===== src/rtl/uxa_ps2_busctl_mc.sv =====
// Wishbone decode into 2**CHAN_W PS/2 channels with open-drain enables and FIFO pop strobes;
// zero wait states (ack = stb); optional clock-inhibit auto-release timer via UXA_PS2_AUTORELEASE_EN.
module uxa_ps2_busctl_mc #(
  parameter int CHAN_W      = 1,
  parameter int HOLD_W      = 12,
  parameter int HOLD_CYCLES = 2500
) (
  input  logic                   sys_clk_i,
  input  logic                   sys_reset_i,
  input  logic [CHAN_W-1:0]      wb_adr_i,
  input  logic                   wb_we_i,
  input  logic                   wb_stb_i,
  input  logic                   wb_dat_8_i,
  input  logic                   wb_dat_9_i,
  output logic                   wb_ack_o,
  output logic [1:0]             wb_dat_o,
  output logic [2**CHAN_W-1:0]   rp_inc_o,
  output logic [2**CHAN_W-1:0]   c_oe_o,
  output logic [2**CHAN_W-1:0]   d_oe_o
);

  localparam int NCH = 2**CHAN_W;

  logic [NCH-1:0] c_oe_q, c_oe_d;
  logic [NCH-1:0] d_oe_q, d_oe_d;
  logic [NCH-1:0] rp_inc_q, rp_inc_d;
  logic [NCH-1:0] wr_hit;

`ifdef UXA_PS2_AUTORELEASE_EN
  localparam logic [HOLD_W-1:0] HOLD_LOAD = HOLD_W'(HOLD_CYCLES - 1);

  logic [HOLD_W-1:0] cnt_q [NCH];
  logic [HOLD_W-1:0] cnt_d [NCH];
  logic [NCH-1:0]    armed_q, armed_d;
`endif

  assign wb_ack_o = wb_stb_i;
  assign wb_dat_o = (wb_stb_i & ~wb_we_i) ? {d_oe_q[wb_adr_i], c_oe_q[wb_adr_i]} : 2'b00;
  assign rp_inc_o = rp_inc_q;
  assign c_oe_o   = c_oe_q;
  assign d_oe_o   = d_oe_q;

  always_comb begin
    wr_hit = '0;
    for (int k = 0; k < NCH; k++) begin
      wr_hit[k] = wb_stb_i & wb_we_i & (wb_adr_i == CHAN_W'(k));
    end
  end

  always_comb begin
    c_oe_d   = c_oe_q;
    d_oe_d   = d_oe_q;
    rp_inc_d = wr_hit;
`ifdef UXA_PS2_AUTORELEASE_EN
    cnt_d    = cnt_q;
    armed_d  = armed_q;
`endif
    for (int k = 0; k < NCH; k++) begin
`ifdef UXA_PS2_AUTORELEASE_EN
      if (armed_q[k]) begin
        if (cnt_q[k] != '0) begin
          cnt_d[k] = cnt_q[k] - HOLD_W'(1);
        end else begin
          c_oe_d[k]  = 1'b0;
          armed_d[k] = 1'b0;
        end
      end
`endif
      // A write in the expiry cycle overrides the release decided above.
      if (wr_hit[k]) begin
        c_oe_d[k] = ~wb_dat_8_i;
        d_oe_d[k] = ~wb_dat_9_i;
`ifdef UXA_PS2_AUTORELEASE_EN
        armed_d[k] = ~wb_dat_8_i;
        if (~wb_dat_8_i) begin
          cnt_d[k] = HOLD_LOAD;
        end
`endif
      end
    end
  end

  always_ff @(posedge sys_clk_i or negedge sys_reset_i) begin
    if (!sys_reset_i) begin
      c_oe_q   <= '0;
      d_oe_q   <= '0;
      rp_inc_q <= '0;
`ifdef UXA_PS2_AUTORELEASE_EN
      armed_q  <= '0;
      for (int k = 0; k < NCH; k++) begin
        cnt_q[k] <= '0;
      end
`endif
    end else begin
      c_oe_q   <= c_oe_d;
      d_oe_q   <= d_oe_d;
      rp_inc_q <= rp_inc_d;
`ifdef UXA_PS2_AUTORELEASE_EN
      armed_q  <= armed_d;
      for (int k = 0; k < NCH; k++) begin
        cnt_q[k] <= cnt_d[k];
      end
`endif
    end
  end

endmodule


===== config.mk =====
export PLATFORM = sky130hd
export DESIGN_NAME = uxa_ps2_busctl_mc
export DESIGN_NICKNAME = d
export VERILOG_FILES = /design/src/rtl/uxa_ps2_busctl_mc.sv
export SDC_FILE = /design/constraint.sdc
export NUM_CORES = 1
export LEC_CHECK = 0
export CAP_MARGIN = 10
export CORE_AREA = 2 2 39 41
export DETAILED_ROUTE_END_ITERATION = 10
export DIE_AREA = 0 0 41 43
export HOLD_SLACK_MARGIN = 0.03
export MAX_ROUTING_LAYER = met4
export PLACE_DENSITY = 0.6
export SLEW_MARGIN = 20
export SYNTH_ARGS = -nofsm -noshare
export SYNTH_HDL_FRONTEND = slang
export SYNTH_SLANG_ARGS = --single-unit
export TNS_END_PERCENT = 100

===== constraint.sdc =====
create_clock -name sys_clk_i -period 0.9 [get_ports sys_clk_i]
set_input_delay 0.27 -clock sys_clk_i [delete_from_list [all_inputs] [get_ports sys_clk_i]]
set_output_delay 0.27 -clock sys_clk_i [all_outputs]
set_load 0.02 [all_outputs]

==> results.toml <==
[timing]
layout_min_cycle_time_ps = 1260
fmax_mhz = 795
fin_crit_sh_pct = 140
setup-violations-final = 8
hold_viol = 0
finalWorstSetupSlack_ps = -358
finalClockSkew_ps = 0
tns_ps = -1930
rsz0062_at_grt = "true"
slew_violations = 0
tightest_slew_ps = 250
slew_headroom_pct = 83.3

[floorplanning]
initial_utilization_pct = 20.5
pin_count = 16
die-area_sq_mm = 0.00176
core_area_sq_mm = 0.00138
chipWidth_um = 41
rows = 14
die_y_um = 43

[clock_tree]
cts_root_buffer = "clkbuf_4"
ctsHtreeMaxLevel = 1
cts_buffer_depth = 2
cts.sinks = 6
numCtsBuffers = 3
cts_tree = "yes"
clk_pin_slew_worst_paths_ps = 50
clk_latency_ps = 240
cts_hold_buf = 0

[power]
power_leakage_nw = 0.328
totalPowerFinal_mw = 0.991
vdd_drop_max_v = 0.000461
powerDensity_mw_per_mm2 = 1700

[worst_setup_path]
path_max_fanout = 2
critPathMaxStageDelay_ps = 410
worstPathArrival_ps = 990
start_kind = "register"
worstPathRequired_ps = 630
crit_chain = "mux2i_2 -> nor2_2 -> buf_6"
worstSetupEndpointType = "primary output"
critical_path_class = "reg2out"
critPathSlowestCell = "dfrtp_2"

[routing]
vias = 253
first_pass_iters = 2
wl_per_cell_um = 9.70
routed_wirelength_um = 650
drtAntennaViolNets = 0
drc_errors = 0
drt_iter0_drc = 1
routed_via_density = 3.78

[global_routing]
gr-total-overflow = 0
antenna_found_initial = 0
grt_max_degree = 7
grt_pass1_vias = 269
grt_pass1_wl_mm = 1.10
grtUsageTotal_pct = 10.3

[synthesis]
synth_seq_area_share_pct = 52.9
synth.distinct_cells = 8
avgSynthCellArea_sq_um = 11.8
synth_area_sq_um = 284
netlist_instances = 24
synth_nets = 31
yosys_warnings = 0
ys_ff_latch = 6

[outcome]
status = "finished with violations"
violations = "negative setup slack"

[placed_design]
hpwl_um = 484
gp_congestion = 0.648
place_area_sq_um = 509
port_buffers = 15

[worst_hold_path]
hold_class = "in2async"

[layout]
nFillCells = 144
syn_to_final_growth_pct = 106
nets = 59
drive_gt1_share_pct = 64.7
antennaDiodeCount = 0
design_area_sq_um = 584

[run]
drv_cap = 0
## report_power, final
group          total, mW  leakage [nW]  internal, mW  switching (mW)
sequential         0.338        0.0690         0.315          0.0239
combinational      0.390         0.244         0.227           0.163
clock              0.262        0.0150         0.168          0.0945
total              0.991         0.328         0.709           0.282
## cell usage in the layout, fill, tap and decap left out, drive strengths merged
cell           instances
clkdlybuf4s50          3
nand3                  1
clkdlybuf4s15          1
buf                   19
mux2i                  6
dfrtp                  6
inv                    6
dlygate4sd2            1
clkbuf                 4
nand2b                 1
nand3b                 1
nor2                   2
## sequential cells by signal, summed over array words and instances (netlist names)
| signal | flops |
|---|---|
| rp_inc_o | 2 |
| d_oe_o | 2 |
| c_oe_o | 2 |
## layer usage
metal	share of wire (%)	GRT usage (%)	vias to the layer above
met5	0	-	-
met4	0	10.0	0
met2	54	15.0	11
met3	7.8	3.66	0
met1	38	9.60	115
li1	-	-	127
## through the flow
step                cells  util (%)  setup slack, ps  hold WS (ps)
floorplan              24         -             -101         -25.6
global placement       61      36.8             -986           523
detailed placement     61      36.8            -1010           525
CTS                    67      41.1             -378           255
global route           67      42.2             -406           268
finish                 67      42.2             -358           258
## path summary, 6_finish.rpt
path / startpoint / endpoint / slack (ps) / depth (start not counted)
setup / recovery: d_oe_o[0] / wb_dat_o[1] / -360 / 3
hold / removal: sys_reset_i / c_oe_o[0] / 260 / 1
setup reg to reg: d_oe_o[0] / d_oe_o[0] / 50 / 4
hold reg to reg: c_oe_o[0] / c_oe_o[0] / 640 / 3
max in group asynchronous: sys_reset_i / c_oe_o[1] / 420 / 1
min in group sys_clk_i: wb_stb_i / rp_inc_o[0] / 510 / 5
## synthesized netlist by cell type (all sizes together)
master / number / share of area [%]
dfrtp: 6 / 53
inv: 6 / 7.9
mux2i: 6 / 21
nor2: 2 / 2.6
buf: 1 / 2.6
nand2b: 1 / 2.2
nand3: 1 / 3.5
nand3b: 1 / 7.0
## critical path, delay by kind of cell, from the launching register on
kind / cells / cell delay (ps)
flops: 1 / 410
simple gates: 1 / 50
mux: 1 / 160
buf+inv: 1 / 120
## layout make-up
class                      instances  area [sq um]  share of cell area, %
sequential                         6           155                   26.6
timing repair buffer              24           240                   41.1
tap                               16          20.0                   3.43
inverter                           6          22.5                   3.85
multi-input combinational         11           120                   20.6
clock buffer                       4          26.3                   4.50
## cells by family after synthesis
family | after synthesis | synth area share (%)
buffers and inverters | 7 | 10.6
and+or+nand+nor | 5 | 15.4
DFF | 6 | 52.9
muxes | 6 | 21.1
## timing repair
item | 4_1_cts | 5_1_grt
pin swaps | 2 | 0
gates resized for setup | 63 | 6
buffers inserted | 2 | 1
gates cloned | 0 | 0
endpoints found under the setup margin | 15 | 10
(Power assumes the default switching activity.)
